===== src/rtl/cp0_pkg.sv =====
// cp0_pkg: shared constants for the CP0 system-control block.
//   - CP0 register numbers used by MTC0/MFC0 decode
//   - ExcCode values
//   - Status/Cause bit positions
//   - default exception vector
package cp0_pkg;

  localparam logic [4:0] REG_BADVADDR = 5'd8;
  localparam logic [4:0] REG_COUNT    = 5'd9;
  localparam logic [4:0] REG_COMPARE  = 5'd11;
  localparam logic [4:0] REG_STATUS   = 5'd12;
  localparam logic [4:0] REG_CAUSE    = 5'd13;
  localparam logic [4:0] REG_EPC      = 5'd14;

  localparam logic [4:0] EXC_INT  = 5'd0;
  localparam logic [4:0] EXC_ADEL = 5'd4;
  localparam logic [4:0] EXC_ADES = 5'd5;
  localparam logic [4:0] EXC_SYS  = 5'd8;
  localparam logic [4:0] EXC_RI   = 5'd10;
  localparam logic [4:0] EXC_OV   = 5'd12;

  localparam int STATUS_IE    = 0;
  localparam int STATUS_EXL   = 1;
  localparam int STATUS_IM_LO = 8;
  localparam int CAUSE_EXC_LO = 2;
  localparam int CAUSE_IP_LO  = 8;
  localparam int CAUSE_BD     = 31;

  localparam logic [31:0] EXC_VECTOR_DEFAULT = 32'h0000_0180;

endpackage


===== src/rtl/cp0_timer.sv =====
// cp0_timer: Count/Compare timer with clock prescaler.
//   i_clk, i_rst        clock, synchronous active-high reset
//   i_we_count          MTC0 to Count: reload Count, restart prescaler
//   i_we_compare        MTC0 to Compare: load Compare, clear pending
//   i_data              MTC0 write data
//   o_count, o_compare  live register values
//   o_timer_pending     set when Count steps onto Compare
module cp0_timer #(
  parameter int COUNT_DIV = 2
) (
  input  logic        i_clk,
  input  logic        i_rst,
  input  logic        i_we_count,
  input  logic        i_we_compare,
  input  logic [31:0] i_data,
  output logic [31:0] o_count,
  output logic [31:0] o_compare,
  output logic        o_timer_pending
);

  localparam int PW = (COUNT_DIV > 1) ? $clog2(COUNT_DIV) : 1;
  localparam logic [PW-1:0] PS_LAST = PW'(COUNT_DIV - 1);

  logic [PW-1:0] r_presc;
  logic [31:0]   r_count;
  logic [31:0]   r_compare;
  logic          r_pending;
  logic          w_tick;
  logic [31:0]   w_count_inc;

  assign w_tick      = (r_presc == PS_LAST);
  assign w_count_inc = r_count + 32'd1;

  always_ff @(posedge i_clk) begin
    if (i_rst) begin
      r_presc   <= '0;
      r_count   <= '0;
      r_compare <= 32'hFFFF_FFFF;
      r_pending <= 1'b0;
    end else begin
      if (i_we_count) begin
        r_count <= i_data;
        r_presc <= '0;
      end else if (w_tick) begin
        r_presc <= '0;
        r_count <= w_count_inc;
        if (w_count_inc == r_compare) r_pending <= 1'b1;
      end else begin
        r_presc <= r_presc + PW'(1);
      end
      // A Compare write acknowledges the timer even if a match lands this cycle.
      if (i_we_compare) begin
        r_compare <= i_data;
        r_pending <= 1'b0;
      end
    end
  end

  assign o_count         = r_count;
  assign o_compare       = r_compare;
  assign o_timer_pending = r_pending;

endmodule


===== src/rtl/cp0_ctrl.sv =====
// cp0_ctrl: CP0 system-control block (Count/Compare, Status, Cause, EPC),
// interrupt masking, exception entry / ERET sequencing and registered PC redirect.
// Optional feature macro: CP0_BADVADDR_EN adds i_bad_vaddr and read-only register 8.
//   i_clk, i_rst                       clock, synchronous active-high reset
//   i_we, i_w_reg, i_data_in           MTC0 write port
//   i_r_reg, o_data_out                MFC0 read port (combinational, no bypass)
//   i_exc_valid, i_exc_code,
//   i_exc_pc, i_exc_bd                 exception entry
//   i_eret                             ERET retire
//   i_hw_int                           level external interrupts
//   o_int_req                          pending enabled interrupt
//   o_redirect, o_redirect_pc          1-cycle fetch redirect
//   o_status_out, o_cause_out, o_epc_out  live register values
module cp0_ctrl
  import cp0_pkg::*;
#(
  parameter int          NUM_HW_INT = 5,
  parameter int          COUNT_DIV  = 2,
  parameter logic [31:0] EXC_VECTOR = EXC_VECTOR_DEFAULT
) (
  input  logic                  i_clk,
  input  logic                  i_rst,
  input  logic                  i_we,
  input  logic [4:0]            i_w_reg,
  input  logic [31:0]           i_data_in,
  input  logic [4:0]            i_r_reg,
  output logic [31:0]           o_data_out,
  input  logic                  i_exc_valid,
  input  logic [4:0]            i_exc_code,
  input  logic [31:0]           i_exc_pc,
  input  logic                  i_exc_bd,
  input  logic                  i_eret,
  input  logic [NUM_HW_INT-1:0] i_hw_int,
`ifdef CP0_BADVADDR_EN
  input  logic [31:0]           i_bad_vaddr,
`endif
  output logic                  o_int_req,
  output logic                  o_redirect,
  output logic [31:0]           o_redirect_pc,
  output logic [31:0]           o_status_out,
  output logic [31:0]           o_cause_out,
  output logic [31:0]           o_epc_out
);

  logic        r_ie, r_exl, r_bd;
  logic [7:0]  r_im;
  logic [1:0]  r_ip_sw;
  logic [4:0]  r_ip_hw;
  logic [4:0]  r_exccode;
  logic [31:0] r_epc;
  logic        r_redirect;
  logic [31:0] r_redirect_pc;

  logic [31:0] w_count, w_compare;
  logic        w_timer_pending;
  logic [7:0]  w_ip;
  logic [31:0] w_status, w_cause;
  logic        w_wr_status, w_wr_cause, w_wr_epc;

  assign w_wr_status = i_we && (i_w_reg == REG_STATUS);
  assign w_wr_cause  = i_we && (i_w_reg == REG_CAUSE);
  assign w_wr_epc    = i_we && (i_w_reg == REG_EPC);

  cp0_timer #(.COUNT_DIV(COUNT_DIV)) u_timer (
    .i_clk          (i_clk),
    .i_rst          (i_rst),
    .i_we_count     (i_we && (i_w_reg == REG_COUNT)),
    .i_we_compare   (i_we && (i_w_reg == REG_COMPARE)),
    .i_data         (i_data_in),
    .o_count        (w_count),
    .o_compare      (w_compare),
    .o_timer_pending(w_timer_pending)
  );

  // Statement order in the else-branch encodes priority: later writes win,
  // so exception > ERET > MTC0 on shared fields.
  always_ff @(posedge i_clk) begin
    if (i_rst) begin
      r_ie          <= 1'b0;
      r_exl         <= 1'b0;
      r_bd          <= 1'b0;
      r_im          <= '0;
      r_ip_sw       <= '0;
      r_ip_hw       <= '0;
      r_exccode     <= '0;
      r_epc         <= '0;
      r_redirect    <= 1'b0;
      r_redirect_pc <= '0;
    end else begin
      r_ip_hw <= 5'(i_hw_int);
      if (w_wr_status) begin
        r_ie  <= i_data_in[STATUS_IE];
        r_exl <= i_data_in[STATUS_EXL];
        r_im  <= i_data_in[STATUS_IM_LO +: 8];
      end
      if (w_wr_cause) r_ip_sw <= i_data_in[CAUSE_IP_LO +: 2];
      if (w_wr_epc)   r_epc   <= i_data_in;
      if (i_eret)     r_exl   <= 1'b0;
      if (i_exc_valid) begin
        r_exl     <= 1'b1;
        r_exccode <= i_exc_code;
        // Nested exceptions keep the original return point.
        if (!r_exl) begin
          r_epc <= i_exc_bd ? (i_exc_pc - 32'd4) : i_exc_pc;
          r_bd  <= i_exc_bd;
        end
      end
      r_redirect <= i_exc_valid | i_eret;
      if (i_exc_valid)  r_redirect_pc <= EXC_VECTOR;
      else if (i_eret)  r_redirect_pc <= r_epc;
    end
  end

`ifdef CP0_BADVADDR_EN
  logic [31:0] r_badvaddr;
  always_ff @(posedge i_clk) begin
    if (i_rst) r_badvaddr <= '0;
    else if (i_exc_valid && (i_exc_code == EXC_ADEL || i_exc_code == EXC_ADES))
      r_badvaddr <= i_bad_vaddr;
  end
`endif

  assign w_ip = {w_timer_pending, r_ip_hw, r_ip_sw};

  always_comb begin
    w_status = '0;
    w_status[STATUS_IE]         = r_ie;
    w_status[STATUS_EXL]        = r_exl;
    w_status[STATUS_IM_LO +: 8] = r_im;
    w_cause = '0;
    w_cause[CAUSE_BD]           = r_bd;
    w_cause[CAUSE_IP_LO +: 8]   = w_ip;
    w_cause[CAUSE_EXC_LO +: 5]  = r_exccode;
  end

  always_comb begin
    o_data_out = '0;
    case (i_r_reg)
      REG_COUNT:    o_data_out = w_count;
      REG_COMPARE:  o_data_out = w_compare;
      REG_STATUS:   o_data_out = w_status;
      REG_CAUSE:    o_data_out = w_cause;
      REG_EPC:      o_data_out = r_epc;
`ifdef CP0_BADVADDR_EN
      REG_BADVADDR: o_data_out = r_badvaddr;
`endif
      default:      o_data_out = '0;
    endcase
  end

  assign o_int_req     = r_ie & ~r_exl & (|(w_ip & r_im));
  assign o_redirect    = r_redirect;
  assign o_redirect_pc = r_redirect_pc;
  assign o_status_out  = w_status;
  assign o_cause_out   = w_cause;
  assign o_epc_out     = r_epc;

endmodule


===== config.mk =====
export PLATFORM = sky130hd
export DESIGN_NAME = cp0_ctrl
export DESIGN_NICKNAME = d
export VERILOG_FILES = /design/src/rtl/cp0_pkg.sv /design/src/rtl/cp0_timer.sv /design/src/rtl/cp0_ctrl.sv
export SDC_FILE = /design/constraint.sdc
export NUM_CORES = 1
export LEC_CHECK = 0
export CAP_MARGIN = 15
export CORE_ASPECT_RATIO = 0.8
export CORE_MARGIN = 5
export CORE_UTILIZATION = 40
export CTS_BUF_LIST = sky130_fd_sc_hd__clkbuf_4
export CTS_CLUSTER_DIAMETER = 200
export DETAILED_ROUTE_END_ITERATION = 7
export MAX_ROUTING_LAYER = met4
export PLACE_DENSITY = 0.69
export SKIP_CTS_REPAIR_TIMING = 1
export SYNTH_ARGS = -nofsm -noshare
export SYNTH_HDL_FRONTEND = slang
export SYNTH_SLANG_ARGS = --single-unit

===== constraint.sdc =====
create_clock -name i_clk -period 2.9 [get_ports i_clk]
set_input_delay 0.58 -clock i_clk [delete_from_list [all_inputs] [get_ports i_clk]]
set_output_delay 0.58 -clock i_clk [all_outputs]
set_load 0.01 [all_outputs]

==> results.yml <==
status:
  status: "complete, no violations"
route:
  ant_nets: 0
  drc: 0
  vias_per_cell: 5.51
  firstDrtPassIters: 7
  vias: 8708
  wl_um: 32800
  routedWlPerCell_um: 20.8
  drt_iter0_drc: 1147
worst_setup_path:
  end_kind: "output port"
  crit_path_max_incr_delay_ns: 0.24
  path_cells: "dlymetal6s2s_1, nor2b_4, buf_4, and4b_2, buf_12, buf_8, buf_6, clkbuf_16, a222oi_1, inv_1, dlymetal6s2s_1"
  path_delay_family: "buffers and inverters"
  worstPathArrival_ns: 2.19
  path_max_fanout: 6
  required_ns: 2.32
  crit_top_cell: "dlymetal6s2s_1"
  cp-start-kind: "input port"
  critPathSlowestCell: "a222oi_1"
  path_buf_inv: 8
  path_class: "in2out"
timing:
  max_freq_mhz: 361
  finalHoldViolCount: 0
  drv_slew: 0
  rsz0062_at_grt: "no"
  fin_skew_ns: 0.0211
  max-slew-margin-rel_pct: 53.9
  setup_tns_ns: 0
  fin_crit_ns: 2.77
  fin_crit_sh_pct: 95.5
  setup_viol: 0
  worstMarginPinSlew_ns: 0.692
cts:
  cts_tree: "yes"
  cts_root_buffer: "clkbuf_4"
  numCtsBuffers: 17
  insertion_delay_ns: 0.57
  clockBufferDepth: 2
  path_clk_slew_ns: 0.11
  htreeDepth: 4
  clock-sinks: 154
yosys:
  synth-seq-cells: 154
  syn_area_per_cell_um2: 8.59
  synthMuxAreaShare_pct: 8.97
  synth_simple_gate_area_share_pct: 21.7
  synth_enable_flop_cells: 0
  ys_seq_area_share_pct: 34.5
  synth_ff_type: "dfxtp_1"
  synth_top_family_by_area: "simple AND/OR/NAND/NOR gates"
  synthArstFlopShare_pct: 0
  syn-cell-area_um2: 8930
  syn_inst: 1040
  synth-warning-count: 0
  synth.distinct_cells: 60
  synth-adder-area-share_pct: 0.280
  synth_compound_area_share_pct: 16.2
  synth_xor_xnor_area_share_pct: 10.0
floorplan:
  ios: 252
  die_area_um2: 25400
  fp.dieH_um: 144
  die_w_um: 177
  core_um2: 21800
  rows: 48
  start_util_pct: 41.0
grt:
  grt_max_degree: 125
  antenna_found_initial: 0
  grt_usage_pct: 25.6
  grt_pass1_vias: 8274
  grt_pass1_wl_um: 48600
  overflow: 0
placed_design:
  dp_hpwl_um: 24600
  gp_congestion: 0.943
  port_buffers: 211
pwr:
  p_leak_nw: 4.99
  vdd.ir_drop.worst_uv: 219
  p_total_mw: 4.46
  powerDensity_nw_per_um2: 368
worst_hold_path:
  worstHoldPathType: "reg2reg"
finish:
  drive_above_1_share_pct: 11.5
  fill_cells: 1996
  seqCellArea_um2: 3080
  multi_input_area_um2: 5290
  n_antenna_cell: 0
  layout_commonest_cell: "clkdlybuf4s50_1"
  mostFrequentLayoutCells: "clkdlybuf4s50_1, dfxtp_1, nor2_1, mux2i_1, buf_4"
  nNetsFinal: 1360
  area_growth_pct: 35.6
flow_run:
  drv_cap: 0
## cells in the mapped netlist (all sizes together), types with 3 or more instances
cell type	instances	share of area [%]
a211oi	71	6.0
and3	8	0.56
a22oi	14	1.2
nand2b	4	0.28
buf	65	4.8
nand2	50	2.1
nor2	139	5.9
nor2b	52	3.6
xor2	54	5.3
nand3b	3	0.25
a222oi	28	3.1
nor3	21	1.3
xnor2	48	4.7
nand4b	4	0.39
nor4	14	1.2
mux2i	80	9.0
o21ai	11	0.62
and2	4	0.28
a211o	34	3.3
nor3b	8	0.73
clkbuf	61	2.6
nand3	20	1.1
or4	3	0.34
a311oi	5	0.49
nand4	23	1.8
dfxtp	154	35
a21oi	4	0.22
inv	23	0.97
or2	8	0.59
or3	5	0.35
## worst reg2reg max path: stages (launching register included)
cell       delay [ns]
dfxtp_1          0.44
ha_1             0.29
nand3_1          0.16
nor4_2           0.40
and2_1           0.28
nand4_1          0.10
a2111oi_0        0.59
nand4b_1         0.16
o21ai_1          0.14
## logic make-up after synthesis
logic type      count (synthesis)
buf+inv                       149
simple gates                  371
mux                            80
flops                         154
other cells                     1
xor+xnor                      102
fa+ha+maj                       2
compound gates                181
## cell type report
| cell class | count | area share [%] |
|---|---|---|
| multi-input combinational | 776 | 43.7 |
| clock buffer | 19 | 1.18 |
| clock inverter | 13 | 1.16 |
| tap | 300 | 3.10 |
| sequential | 154 | 25.5 |
| inverter | 23 | 0.713 |
| timing repair buffer | 296 | 24.7 |
## final timing paths
| kind | start | endpoint | slack, ns | cells past startpoint |
|---|---|---|---|---|
| worst max register to register | u_timer.o_count[1] | u_timer.o_timer_pending | 0.28 | 8 |
| worst max-delay path | i_r_reg[3] | o_data_out[30] | 0.13 | 11 |
| worst min-delay path | o_redirect_pc[24] | o_redirect_pc[24] | 0.50 | 2 |
| worst min register to register | o_redirect_pc[24] | o_redirect_pc[24] | 0.50 | 2 |
## metal layers
metal  track usage, %  wire [µm]  share of wire (%)  up-vias
met4             5.54        564                1.7        0
met2             37.7      14300                 44      427
li1                 -          -                  -     4089
met3             4.50       2990                9.1       40
met1             36.7      15000                 46     4152
met5                -          0                  0        -
## through the flow
stage	hold WS, ns	area, µm²	std cells	setup WS [ns]	utilization [%]
after floorplan	0.450	9070	1079	0.155	-
after global placement	0.473	11600	1540	-0.414	53.1
after detailed placement	0.481	11600	1540	-0.446	53.1
after CTS	0.504	11900	1572	-0.458	54.4
after global routing	0.503	12100	1581	0.0129	55.5
final	0.503	12100	1581	0.131	55.5
## power breakdown
part	leakage [nW]	total [mW]	switching, mW	internal [mW]
clock	0.149	1.38	0.839	0.536
combinational	3.59	0.778	0.382	0.397
sequential	1.26	2.30	0.111	2.19
## state kept, by name, summed over array words and instances, names as in the netlist, 2 cells and up
signal and count:
r_exccode 5, r_im 8, u_timer.o_compare 32, o_redirect_pc 32, r_ip_hw 5, u_timer.o_count 32
r_ip_sw 2, o_epc_out 32
Power figures use the tool's default switching activity.
==> RTL edit 1, RTL diff (same settings) <==
The option `CP0_BADVADDR_EN` is turned on by a define.
--- a/src/rtl/cp0_ctrl.sv
+++ b/src/rtl/cp0_ctrl.sv
@@ -11,6 +11,8 @@
 //   o_int_req                          pending enabled interrupt
 //   o_redirect, o_redirect_pc          1-cycle fetch redirect
 //   o_status_out, o_cause_out, o_epc_out  live register values
+`define CP0_BADVADDR_EN
+
 module cp0_ctrl
   import cp0_pkg::*;
 #(
Ports: changed (added i_bad_vaddr); port bits go from 252 to 284. No check against the original RTL was run, so the function may have changed too.
==> RTL edit 1 against the original RTL <==
- via count rose by 17%
- register-to-register slack got worse by 50 ps
- worst setup slack got worse by 110 ps
- largest power group unchanged
- clock skew rose by 1.5 ps
- routed wire length rose by 21%
- largest cell class unchanged
- hold slack got worse by 38 ps
- count of clock-buffer cells in the layout fell by 1
- cell area rose by 13%
- synthesized cell count rose by 17%
- critical endpoint is now o_data_out[31]
- sequential share of layout area rose by 1.8 points
- total power rose by 16%
- sequential cell count rose by 32
- area after synthesis rose by 14%
==> RTL edit 1: results (changes against the original RTL) <==
| Metric | Value |
|---|---|
| H-tree Lvls | `4 (unchanged)` |
| Netlist cell types | `65 (was 60)` |
| Core box area | `25180 µm² (was 21800 µm²)` |
| First-pass GRT wire length | `58600 µm (was 48620 µm)` |
| Via count | `10220 (was 8708)` |
| Pre-CTS setup slack | `-556.1 ps (was -445.7 ps)` |
| Final wirelength | `39790 µm (was 32820 µm)` |
| Leakage power | `5.090 nW (was 4.994 nW)` |
| Worst VDD drop | `0.2351 mV (was 0.2192 mV)` |
| Clock transition at the registers of the reported paths | `160 ps (was 110 ps)` |
| Fin nets | `1597 (was 1360)` |
| DR iter-0 viols | `1108 (was 1147)` |
| Placed instance area | `13250 µm² (was 11570 µm²)` |
| Detail Placement HPWL | `29600 µm (was 24610 µm)` |
| Post-synthesis sequential area ratio | `36.54% (was 34.53%)` |
| Synth cell count leaders | `dfxtp_1 (186), nor2_1 (143), nand2_1 (121), clkbuf_1 (86), mux2i_1 (82) (was dfxtp_1 (154), nor2_1 (138), mux2i_1 (80), a211oi_1 (71), clkbuf_1 (59))` |
| Synth area leaders | `dfxtp_1 (37%), mux2i_1 (8.1%), nor2_1 (5.3%), a22oi_1 (5.0%), a211oi_1 (4.7%) (was dfxtp_1 (35%), mux2i_1 (9.0%), a211oi_1 (6.0%), nor2_1 (5.8%), xor2_1 (5.3%))` |
| Hold Path Class | `register to register (unchanged)` |
| Total track usage | `26.72% (was 25.56%)` |
| FF+latch area | `3724 µm² (was 3083 µm²)` |
| Run status | `finished clean (unchanged)` |
| CP max stage delay | `430 ps (was 240 ps)` |
| Clk_skew | `22.63 ps (was 21.14 ps)` |
| Largest net degree at the start of global routing | `64 (was 125)` |
| Clock Latency Late Sink | `600 ps (was 570 ps)` |
| Clock tree buffer depth | `2 (unchanged)` |
| Number of remaining DRC errors | `0 (unchanged)` |
| Fin. Hold Viols | `0 (unchanged)` |
| Clock root buffer | `clkbuf_4 (unchanged)` |
| Synth Warn # | `0 (unchanged)` |
| Worst Path Max Fanout | `16 (was 6)` |
| Number of global-route vias before repair | `9629 (was 8274)` |
| Delay-heaviest family, CP | `buffers and inverters (unchanged)` |
| Crit path max-delay cell type | `clkdlybuf4s50_1 (was a222oi_1)` |
| NetSw | `1.552 mW (was 1.332 mW)` |
| Fillers | `2336 (was 1996)` |
| Async set or reset register ratio after synthesis | `0% (unchanged)` |
| Initial antenna violation count | `2 (was 0)` |
| Drt pass-1 iters | `5 (was 7)` |
| Worst Max-Slew Pin Slew | `729.2 ps (was 692.0 ps)` |
| CTS buffer count | `17 (unchanged)` |
| Final Wtd Congestion | `0.9191 (was 0.9431)` |
| Share of layout cells above drive strength 1 | `11.71% (was 11.48%)` |
| Port-buffer cells | `243 (was 211)` |
==> RTL edit 1: final timing paths <==
path,slack [ps],endpoint,cells after the start,start
worst max-delay path,20,o_data_out[31],8,i_r_reg[2]
worst min-delay path,470,r_badvaddr[30],2,r_badvaddr[30]
worst max register to register,230,u_timer.o_timer_pending,7,u_timer.o_count[0]
worst min register to register,470,r_badvaddr[30],2,r_badvaddr[30]
==> RTL edit 1: power groups by stage <==
stage / Combinational (mW) / Clock (mW) / Sequential (mW)
after floorplan: 0.373 / 0 / 2.77
after global placement: 0.841 / 0 / 2.80
after detailed placement: 0.851 / 0 / 2.80
after CTS: 0.855 / 1.57 / 2.74
after global routing: 0.922 / 1.68 / 2.76
final: 0.868 / 1.55 / 2.75
==> RTL edit 1: per-stage QoR <==
step                TNS [ps]  hold slack, ps  instances
floorplan             -51.57           435.9       1257
global placement      -14030           441.5       1770
detailed placement    -14940           446.1       1770
CTS                   -12660           466.1       1802
global route          -49.38           477.2       1812
finish                     0           465.4       1812
==> RTL edit 1: per-layer routing <==
metal | share of wire [%] | routed length [µm] | track usage (%)
met4 | 1.4 | 546 | 4.787
met5 | 0 | 0 | -
met3 | 9.0 | 3592 | 6.344
met1 | 46 | 18240 | 38.63
met2 | 44 | 17410 | 38.45
==> RTL edit 1: cells by family after synthesis <==
group	synth area share [%]
simple gates	21.34
compound gates	17.85
flops	36.54
buf+inv	7.403
xor+xnor	8.422
mux	8.165
fa+ha+maj	0.2455
other cells	0.03680
==> RTL edit 1: final cells by class <==
class	instances	share of cell area (%)
well taps	324	2.968
clock inverters	14	1.182
multi-input cells	920	43.40
flip-flops and latches	186	27.26
repair buffers	341	23.98
inverters	7	0.1923
clock buffers	18	0.9892
diodes	2	0.03664
==> RTL edit 2, RTL diff (same settings) <==
Without the edit above. Register the input `i_w_reg` before use, cleared by the reset. The logic sees it one clock later. The other inputs are not delayed to match.
--- a/src/rtl/cp0_ctrl.sv
+++ b/src/rtl/cp0_ctrl.sv
@@ -42,6 +42,16 @@
   output logic [31:0]           o_epc_out
 );
 
+  logic [4:0] i_w_reg_q;
+
+  always_ff @(posedge i_clk) begin
+    if (i_rst) begin
+      i_w_reg_q <= '0;
+    end else begin
+      i_w_reg_q <= i_w_reg;
+    end
+  end
+
   logic        r_ie, r_exl, r_bd;
   logic [7:0]  r_im;
   logic [1:0]  r_ip_sw;
@@ -57,15 +67,15 @@
   logic [31:0] w_status, w_cause;
   logic        w_wr_status, w_wr_cause, w_wr_epc;
 
-  assign w_wr_status = i_we && (i_w_reg == REG_STATUS);
-  assign w_wr_cause  = i_we && (i_w_reg == REG_CAUSE);
-  assign w_wr_epc    = i_we && (i_w_reg == REG_EPC);
+  assign w_wr_status = i_we && (i_w_reg_q == REG_STATUS);
+  assign w_wr_cause  = i_we && (i_w_reg_q == REG_CAUSE);
+  assign w_wr_epc    = i_we && (i_w_reg_q == REG_EPC);
 
   cp0_timer #(.COUNT_DIV(COUNT_DIV)) u_timer (
     .i_clk          (i_clk),
     .i_rst          (i_rst),
-    .i_we_count     (i_we && (i_w_reg == REG_COUNT)),
-    .i_we_compare   (i_we && (i_w_reg == REG_COMPARE)),
+    .i_we_count     (i_we && (i_w_reg_q == REG_COUNT)),
+    .i_we_compare   (i_we && (i_w_reg_q == REG_COMPARE)),
     .i_data         (i_data_in),
     .o_count        (w_count),
     .o_compare      (w_compare),
Formal check against the unedited RTL: not equivalent (a bounded check fails within 4 cycles, from zero or initial values and one cycle with i_rst high).
==> RTL edit 2 against the original RTL <==
- combinational power down 2.7%
- cell area fell by 0.10%
- sequential power increased by 3%
- area after synthesis up 2.2%
- sequential share of layout area is 0.85 points higher
- critical endpoint is now o_int_req
- total power fell by 2.2%
- sequential cell count increased by 5
- first-iteration DRC count fell by 38%
- worst setup slack got worse by 27 ps
- largest cell class unchanged
- highest routed layer unchanged
- routed wire length decreased by 5.4%
- critical path depth decreased by 7
- via count is 2.3% lower
- non-clock buffer count fell by 12
==> RTL edit 2: results (changes against the original RTL) <==
| Metric | Value |
|---|---|
| Drt pass-1 iters | `6 (was 7)` |
| N_diodes | `1 (was 0)` |
| Run status | `finished clean (unchanged)` |
| Number of global-route vias before repair | `8263 (was 8274)` |
| Total power | `4.359 mW (was 4.456 mW)` |
| Post-synthesis sequential area ratio | `34.89% (was 34.53%)` |
| # clk buffers | `18 (was 19)` |
| Fillers | `2093 (was 1996)` |
| Clock transition at the registers of the reported paths | `160 ps (was 110 ps)` |
| Worst Path Arrival | `2220 ps (was 2190 ps)` |
| Detail Placement HPWL | `23630 µm (was 24610 µm)` |
| Hold Path Class | `input pin to register (was register to register)` |
| Clock-cell share of area | `2.028% (was 2.336%)` |
| Met2 wire length | `13580 µm (was 14310 µm)` |
| Synth cell count leaders | `dfxtp_1 (159), nor2_1 (151), mux2i_1 (103), a211oi_1 (66), clkbuf_1 (63) (was dfxtp_1 (154), nor2_1 (138), mux2i_1 (80), a211oi_1 (71), clkbuf_1 (59))` |
| Synth area leaders | `dfxtp_1 (35%), mux2i_1 (11%), nor2_1 (6.2%), xor2_1 (6.0%), a211oi_1 (5.4%) (was dfxtp_1 (35%), mux2i_1 (9.0%), a211oi_1 (6.0%), nor2_1 (5.8%), xor2_1 (5.3%))` |
| Largest net degree at the start of global routing | `83 (was 125)` |
| Initial antenna violation count | `1 (was 0)` |
| Netlist cell types | `64 (was 60)` |
| FF+latch area | `3183 µm² (was 3083 µm²)` |
| First-pass GRT wire length | `47890 µm (was 48620 µm)` |
| Routed length on met3 | `2437 µm (was 2986 µm)` |
| Invs w/o clock | `24 (was 23)` |
| Multi-input comb cells | `780 (was 776)` |
| Site row count | `49 (was 48)` |
| Met3 Usage GRT | `5.930% (was 4.498%)` |
| CP max stage delay | `510 ps (was 240 ps)` |
| Layout Cells excl Fill | `1586 (was 1581)` |
| P_comb | `0.757 mW (was 0.778 mW)` |
| Hold_sp | `i_rst (was o_redirect_pc[24])` |
| Leakage power | `4.947 nW (was 4.994 nW)` |
| Worst Path Max Fanout | `4 (was 6)` |
| Placed instance area | `11740 µm² (was 11570 µm²)` |
==> RTL edit 2: cell types whose count changed after synthesis, sizes merged, moves of 5 or more <==
| cell | before | now |
|---|---|---|
| mux2i | 80 | 103 |
| nand3 | 20 | 9 |
| dfxtp | 154 | 159 |
| nor2 | 139 | 151 |
| or2 | 8 | 2 |
| xnor2 | 48 | 40 |
| a222oi | 28 | 16 |
| xor2 | 54 | 62 |
| a22oi | 14 | 8 |
| nand2 | 50 | 40 |
| o21ai | 11 | 20 |
| a21oi | 4 | 13 |
==> RTL edit 2: logic make-up after synthesis <==
family / synth area share [%]
muxes: 11.30
DFF: 34.89
other: 0.04110
and+or+nand+nor: 20.45
AOI/OAI and AO/OA: 14.87
adders and majority gates: 0.2742
buffers and inverters: 8.393
xor gates and xnor gates: 9.792
==> RTL edit 2: worst paths after layout <==
| path | to | slack [ps] |
|---|---|---|
| max | o_int_req | 100 |
| min | r_exccode[1] | 480 |
| max reg2reg | u_timer.o_timer_pending | 210 |
| min reg2reg | o_redirect_pc[30] | 510 |
